### config.mk
export PLATFORM = sky130hd
export DESIGN_NAME = jt12_timer_ctrl
export DESIGN_NICKNAME = d
export VERILOG_FILES = /design/src/rtl/jt12_timer_ctrl.sv
export SDC_FILE = /design/constraint.sdc
export NUM_CORES = 1
export LEC_CHECK = 0
export ABC_AREA = 1
export BUFFER_PORTS_ARGS = -buffer_cell sky130_fd_sc_hd__clkbuf_2
export CAP_MARGIN = 25
export CORE_ASPECT_RATIO = 1.2
export CORE_MARGIN = 3
export CORE_UTILIZATION = 34
export DETAILED_ROUTE_END_ITERATION = 8
export PLACE_DENSITY_LB_ADDON = 0.25
export SLEW_MARGIN = 30
export SYNTH_ARGS = -nofsm -noshare
export SYNTH_HDL_FRONTEND = slang
export SYNTH_SLANG_ARGS = --single-unit
### constraint.sdc
create_clock -name clk -period 2.3 [get_ports clk]
set_input_delay 0.345 -clock clk [delete_from_list [all_inputs] [get_ports clk]]
set_output_delay 0.345 -clock clk [all_outputs]
set_load 0.005 [all_outputs]
### src/rtl/jt12_timer_ctrl.sv
// Register-side controller for the FM timer pair: decodes writes to 0x24-0x27,
// drives timer config, write-busy status and the ch3 CSM key-on (built only with JT12_CSM_EN).
module jt12_timer_ctrl #(
  parameter int BUSY_CNT = 32,
  parameter int CSM_LEN  = 1
) (
  input  logic       clk,
  input  logic       rst_n,
  input  logic       cen,
  input  logic       zero,
  input  logic       wr,
  input  logic [7:0] addr,
  input  logic [7:0] din,
  input  logic       overflow_A,
  output logic [9:0] value_A,
  output logic [7:0] value_B,
  output logic       load_A,
  output logic       load_B,
  output logic       enable_irq_A,
  output logic       enable_irq_B,
  output logic       clr_flag_A,
  output logic       clr_flag_B,
  output logic [1:0] ch3_mode,
  output logic       csm_kon,
  output logic       busy
);

  localparam logic [5:0] BUSY_LD = 6'(BUSY_CNT);

  logic [5:0] busy_cnt;

  // Register file; clear bits only produce a one-clk pulse and are not stored.
  always_ff @(posedge clk or negedge rst_n) begin
    if (!rst_n) begin
      value_A      <= '0;
      value_B      <= '0;
      load_A       <= 1'b0;
      load_B       <= 1'b0;
      enable_irq_A <= 1'b0;
      enable_irq_B <= 1'b0;
      clr_flag_A   <= 1'b0;
      clr_flag_B   <= 1'b0;
      ch3_mode     <= '0;
    end else begin
      clr_flag_A <= 1'b0;
      clr_flag_B <= 1'b0;
      if (wr) begin
        case (addr)
          8'h24: value_A[9:2] <= din;
          8'h25: value_A[1:0] <= din[1:0];
          8'h26: value_B      <= din;
          8'h27: begin
            ch3_mode     <= din[7:6];
            clr_flag_B   <= din[5];
            clr_flag_A   <= din[4];
            enable_irq_B <= din[3];
            enable_irq_A <= din[2];
            load_B       <= din[1];
            load_A       <= din[0];
          end
          default: ;
        endcase
      end
    end
  end

  // Any write (even to an unmapped address) reloads the busy window.
  always_ff @(posedge clk or negedge rst_n) begin
    if (!rst_n)
      busy_cnt <= '0;
    else if (wr)
      busy_cnt <= BUSY_LD;
    else if (cen && busy_cnt != 6'd0)
      busy_cnt <= busy_cnt - 6'd1;
  end

  assign busy = (busy_cnt != 6'd0);

`ifdef JT12_CSM_EN
  typedef enum logic [1:0] {
    CSM_IDLE = 2'd0,
    CSM_ON   = 2'd1,
    CSM_OFF  = 2'd2
  } csm_state_t;

  localparam logic [7:0] CSM_LD = 8'(CSM_LEN);

  csm_state_t csm_state, csm_next;
  logic [7:0] frame_cnt, frame_next;
  logic       frame_tick;

  assign frame_tick = cen & zero;

  always_ff @(posedge clk or negedge rst_n) begin
    if (!rst_n) begin
      csm_state <= CSM_IDLE;
      frame_cnt <= '0;
    end else begin
      csm_state <= csm_next;
      frame_cnt <= frame_next;
    end
  end

  // The OFF state holds key-off for one frame so the envelope always sees it.
  always_comb begin
    csm_next   = csm_state;
    frame_next = frame_cnt;
    if (!ch3_mode[1]) begin
      csm_next = CSM_IDLE;
    end else begin
      case (csm_state)
        CSM_IDLE: if (frame_tick && overflow_A) begin
          csm_next   = CSM_ON;
          frame_next = CSM_LD;
        end
        CSM_ON: if (frame_tick) begin
          if (frame_cnt != 8'd0) frame_next = frame_cnt - 8'd1;
          if (frame_cnt <= 8'd1) csm_next = CSM_OFF;
        end
        CSM_OFF: if (frame_tick) csm_next = CSM_IDLE;
        default: csm_next = CSM_IDLE;
      endcase
    end
  end

  // Gating with ch3_mode drops key-on as soon as CSM mode is written off.
  assign csm_kon = (csm_state == CSM_ON) && ch3_mode[1];
`else
  logic unused_csm;
  assign unused_csm = overflow_A ^ zero;
  assign csm_kon    = 1'b0;
`endif

endmodule

==> results of run 1 <==
## sequential cells by signal, indices dropped and copies added (netlist names)
name / flops
clr_flag_B: 1
load_A: 1
value_A: 10
enable_irq_A: 1
load_B: 1
clr_flag_A: 1
ch3_mode: 2
enable_irq_B: 1
busy_cnt: 6
value_B: 8
## cells by family after synthesis
group                      share of synthesized area [%]
buffers and inverters                               5.41
xor gates and xnor gates                           0.592
adders and majority gates                           1.69
and+or+nand+nor                                     36.9
other                                              0.253
AOI/OAI and AO/OA                                   1.01
DFF                                                 54.1
## worst register-to-register path, delay by kind of cell, from the launching register on
| family | cells | cell delay (ns) |
|---|---|---|
| flops | 1 | 0.37 |
| simple gates | 4 | 0.45 |
| buf+inv | 1 | 0.15 |
| compound gates | 1 | 0.08 |
| fa+ha+maj | 1 | 0.19 |
## routing by layer
layer  part of all wire (%)  track usage (%)  vias to the layer above
li1                       -                -                      682
met1                     43             19.1                      632
met2                     47             22.7                       51
met3                    8.2             5.15                        6
met4                    1.5             4.88                        0
met5                      0                0                        -
## worst paths after layout
check                            start           end  slack (ns)  cells past startpoint
hold reg to reg             value_B[6]    value_B[6]        0.47                      2
max in group asynchronous        rst_n   busy_cnt[3]        1.67                      1
hold / removal                   rst_n  enable_irq_A        0.13                      1
setup reg to reg           busy_cnt[0]   busy_cnt[1]        0.94                      7
min in group clk                din[4]    clr_flag_A        0.29                      3
setup / recovery           busy_cnt[0]          busy        0.72                      4
## layout make-up
class                      instances  area (um2)  share of cell area [%]
clock buffer                       6        82.6                    4.40
clock inverter                     2        10.0                   0.533
inverter                          13        48.8                    2.60
multi-input combinational        124         599                    31.9
sequential                        32         801                    42.7
tap                               54        67.6                    3.60
timing repair buffer              51         268                    14.3
## per-stage QoR
step                      util [%]  setup WS, ns  hold slack, ns  area (um2)  std cells
final                         46.2         0.720           0.131        1880        282
after CTS                     46.2         0.702           0.161        1880        282
after global placement        43.9         0.676           0.455        1780        274
after floorplan                  -          1.08          0.0494        1480        175
after global routing          46.2         0.610           0.203        1880        282
after detailed placement      43.9         0.625           0.462        1780        274
## power groups by stage
stage | Clock, mW | Sequential [mW] | Combinational (mW)
final | 0.436 | 0.628 | 0.198
after global routing | 0.476 | 0.633 | 0.232
after global placement | 0 | 0.639 | 0.198
after floorplan | 0 | 0.636 | 0.118
after detailed placement | 0 | 0.638 | 0.201
after CTS | 0.450 | 0.628 | 0.202
## cell usage in the layout, fill, tap and decap left out, types with 3 or more instances in the layout
cell type  netlist  routed
nand2_1         65      65
clkbuf_2         0      46
dfrtp_1         32      32
nand4_1         26      26
inv_1           13      13
nor2_1          10      10
nand3_1         10      10
clkbuf_8         0       6
buf_4            1       5
nor2_2           3       3
==> flow_summary_export.csv, run 1 <==
group,metric,value,unit
die,core,0.00407,mm2
clock_tree,cts_max_level,2,
yosys,synth-main-ff-cell,"dfrtp_1",
clock_tree,cts.sinks,32,
drt,vias,1371,
timing,period_minus_slack,1.58,ns
place,gp_congestion,0.739,
yosys,async_flop_share,100,%
outcome,status,"finished clean",
clock_tree,cts_setup_buffers,0,
die,die_area,0.00518,mm2
clock_tree,cts_tree,"built",
cells_and_area,syn2layout_area_growth,26.8,%
timing,maxSlewHeadroom,47.9,%
yosys,synth_edf_count,0,
worst_setup_path,crit_fanout,6,
global_routing,grt_pass1_wl,5.87,mm
yosys,synth.ff_latch_count,32,
timing,fin_skew,0.00112,ns
timing,slew_violations,0,
worst_setup_path,worstSetupStartpointType,"register",
power,p_per_area,673,mW/mm2
worst_setup_path,cpPeakStageDelay,0.37,ns
drt,drc_errors,0,
clock_tree,clk_path_buf_depth,2,
die,core.rowCount,25,
place,hpwlAfterDp,2.64,mm
cells_and_area,drive_above_1_share,28.1,%
drt,vias_per_cell,4.86,
yosys,yosys_warnings,0,
hold_path,hold_class,"input pin to asynchronous set/reset pin",
worst_setup_path,cp.arrival,1.24,ns
global_routing,grt-ovfl-total,0,
drt,drt-total-wl,3.43,mm
clock_tree,cts_buffers,5,
worst_setup_path,path_cells,"inv_1 > ha_1 > nand3_2 > clkbuf_2",
drt,drtPass1Iterations,5,
worst_setup_path,cpLargestDelayFamily,"flip-flops",
global_routing,first_global_vias,1287,
die,dieWidth,66.2,um
clock_tree,cts-root-buf,"clkbuf_8",
yosys,syn-num-nets,199,
worst_setup_path,crit_buf_inv,2,
yosys,synth-seq-area-share,54.1,%
worst_setup_path,endpoint_kind,"primary output",
yosys,syn_area,0.00148,mm2
job,maxCapViolCount,0,
yosys,synthTopCellsByArea,"dfrtp_1 54%, nand2_1 16%, nand4_1 11%, nand3_1 3.4%, inv_1 3.3%",
timing,max_freq,0.633,GHz
worst_setup_path,required,1.96,ns
yosys,yosysTopAreaCell,"dfrtp_1",
power,internal_power,0.917,mW
yosys,synth_cell_types,18,
clock_tree,clkTransAtPathRegs,0.07,ns
global_routing,grt_start_max_net_pins,33,
power,ir_drop,0.239,mV
place,port_buffers,46,
cells_and_area,num_antenna_cells,0,
global_routing,grt_use_total,14.7,%
power,seq_power_share,49.7,%
clock_tree,holdBufCountCts,0,
clock_tree,post_cts_resize_count,0,
die,start_util,36.4,%
clock_tree,clock_latency,0.28,ns
drt,wire_per_inst,12.2,um
timing,setup_viol,0,
die,io-pin-count,50,
yosys,netlist.area_leader.share,54.1,%
power,power,1.26,mW
power,pwr-share-clk,34.6,%
power,p_switching,0.346,mW
power,cellLeakagePower,1.10,nW
power,power_frac_comb,15.7,%
yosys,synth.most_common_cell,"nand2_1",
timing,fin_crit_sh,68.7,%
worst_setup_path,critPathSlowestCell,"dfrtp_1",
yosys,yosys-top-cells-count,"65 x nand2_1, 32 x dfrtp_1, 26 x nand4_1",
worst_setup_path,critical_path_class,"register to primary output",
yosys,netlist_instances,175,
yosys,syn_area_per_cell,8.46,um2
cells_and_area,nets,251,
power,swShare,27.4,%
timing,rsz0062_at_grt,"false",
timing,hold_viol,0,
drt,drt_iter0_markers,56,
cells_and_area,fillers,457,
timing,tns,0,ns
global_routing,antenna_found_initial,0,
die,die-height,78.3,um
timing,worstMarginPinSlew,0.782,ns
drt,ant_nets,0,
Power figures use the tool's default switching activity.
==> inputs of run 2 (changes only) <==
Clock period 2.3 ns to 1.45 ns, I/O delays scaled along.
==> run 2 against run 1 <==
Non-clock buffer count rose by 8. Flip-flop and latch count unchanged. Clock-buffer cell count is 1 higher. Routed wire length is 4.1% higher. First-iteration DRC count is 20% higher. Total power up 65%. Register-to-register slack got worse by 0.77 ns. Critical path depth unchanged. Critical path type unchanged. Largest cell class unchanged.
==> flow_summary_export.csv, run 2 (synthesized netlist as in run 1, its figures left out) <==
group,metric,value,unit
outcome,status,"finished clean",
global_routing,antenna_found_initial,0,
clock_tree,clkTransAtPathRegs,0.06,ns
cells_and_area,layout_common_cells,"65 x nand2_1, 46 x clkbuf_2, 32 x dfrtp_1, 26 x nand4_1",
die,die_area,0.00518,mm2
worst_setup_path,cp.arrival,1.15,ns
cells_and_area,seq_area,801,um2
drt,ant_nets,0,
timing,fin_crit_sh,94.5,%
clock_tree,clock_latency,0.28,ns
worst_setup_path,reg2reg_from,"busy_cnt[1]",
power,ir_drop,0.484,mV
clock_tree,clk_path_buf_depth,2,
place,place_inst,278,
cells_and_area,largest_reg_flops,10,
cells_and_area,num_antenna_cells,0,
power,p_per_area,1070,mW/mm2
clock_tree,cts_tree,"built",
job,maxCapViolCount,0,
timing,fin_ws,0.0794,ns
timing,max_freq,0.730,GHz
hold_path,worstHoldStart,"din[5]",
place,port_buffers,46,
clock_tree,cts_buffers,5,
timing,holdWs,0.176,ns
cells_and_area,mostFrequentLayoutCell,"nand2_1",
clock_tree,cts_max_level,2,
worst_setup_path,worstSetupStartpointType,"register",
cells_and_area,nets,259,
drt,drt_iter0_markers,67,
worst_setup_path,critical_path_class,"register to primary output",
timing,period_minus_slack,1.37,ns
drt,drc_errors,0,
cells_and_area,multi_input_area,604,um2
cells_and_area,largest_register,"value_A",
timing,setup_viol,0,
clock_tree,cts-root-buf,"clkbuf_8",
drt,wire_per_inst,12.4,um
cells_and_area,drive_above_1_share,30.2,%
place,placed_cell_area,0.00181,mm2
global_routing,grt_start_max_net_pins,33,
global_routing,first_global_vias,1429,
global_routing,grt_pass1_wl,6.35,mm
cells_and_area,largestRegisters,"value_A x10, value_B x8, busy_cnt x6",
die,start_util,36.4,%
die,io-pin-count,50,
timing,slew_violations,0,
worst_setup_path,endpoint_kind,"primary output",
hold_path,hold_class,"input pin to register",
power,cellLeakagePower,1.14,nW
cells_and_area,syn2layout_area_growth,31.6,%
place,dpl_worst_slack,-0.0194,ns
die,dieWidth,66.2,um
die,die-height,78.3,um
power,power,2.08,mW
timing,fin_skew,0.00344,ns
die,core,0.00407,mm2
global_routing,grt_use_total,15.5,%
drt,vias_per_cell,4.79,
die,core.rowCount,25,
drt,drt-total-wl,3.57,mm
worst_setup_path,crit_fanout,5,
clock_tree,cts.sinks,32,
cells_and_area,fillers,424,
worst_setup_path,startpoint,"busy_cnt[1]",
drt,drtPass1Iterations,4,
cells_and_area,final_area,0.00195,mm2
place,hpwlAfterDp,2.72,mm
timing,hold_viol,0,
global_routing,grt-ovfl-total,0,
worst_setup_path,required,1.23,ns
drt,vias,1384,
cells_and_area,final_cells,289,
place,gp_congestion,0.734,
==> run 2: cell count changes in the layout (fill, tap and decap cells not counted), sizes merged <==
cell	before	now
dlygate4sd3	0	1
clkinv	2	0
buf	5	12
clkbuf	52	53
==> run 2: final cells by class <==
class | instances | share of cell area [%]
clock buffer | 7 | 4.95
sequential | 32 | 41.1
timing repair buffer | 59 | 17.0
inverter | 13 | 2.50
tap | 54 | 3.47
multi-input combinational | 124 | 31.0
==> run 2: where the power goes <==
part	internal (mW)	switching, mW	total [mW]
combinational	0.151	0.198	0.349
clock	0.422	0.306	0.728
sequential	0.954	0.0486	1.00
==> run 2: timing repair <==
item                                   CTS  global route
setup endpoints to repair                0             2
endpoints found under the hold margin   32             0
setup buffers                            0             3
resized for setup                        0             2
hold buffers                             1             0
==> run 2: worst max-delay path, stage by stage, from the launching register on <==
cell and delay, ns:
dfrtp_1 0.39, inv_2 0.08, ha_1 0.16, nand3_2 0.12
clkbuf_2 0.13
==> run 2: metrics by stage <==
stage	util, %	setup TNS [ns]
after global routing	47.9	-0.00314
after global placement	44.6	0
after detailed placement	44.6	-0.0741
final	47.9	0
after CTS	47.2	0
after floorplan	-	0
==> run 2: routing by layer <==
layer / routed length (um) / up-vias / GRT usage [%]
li1: - / 694 / -
met1: 1570 / 629 / 19.7
met2: 1660 / 54 / 25.3
met3: 280 / 7 / 5.29
met4: 59 / 0 / 3.66
met5: 0 / - / 0
==> run 2: path summary, 6_finish.rpt <==
kind                               endpoint  slack (ns)  cells after the start
max in group asynchronous        value_B[6]        0.66                      3
worst max register to register  busy_cnt[1]        0.17                      7
worst min register to register   value_B[6]        0.47                      2
min in group asynchronous        clr_flag_B        0.49                      3
worst min-delay path             clr_flag_B        0.18                      3
worst max-delay path                   busy        0.08                      4
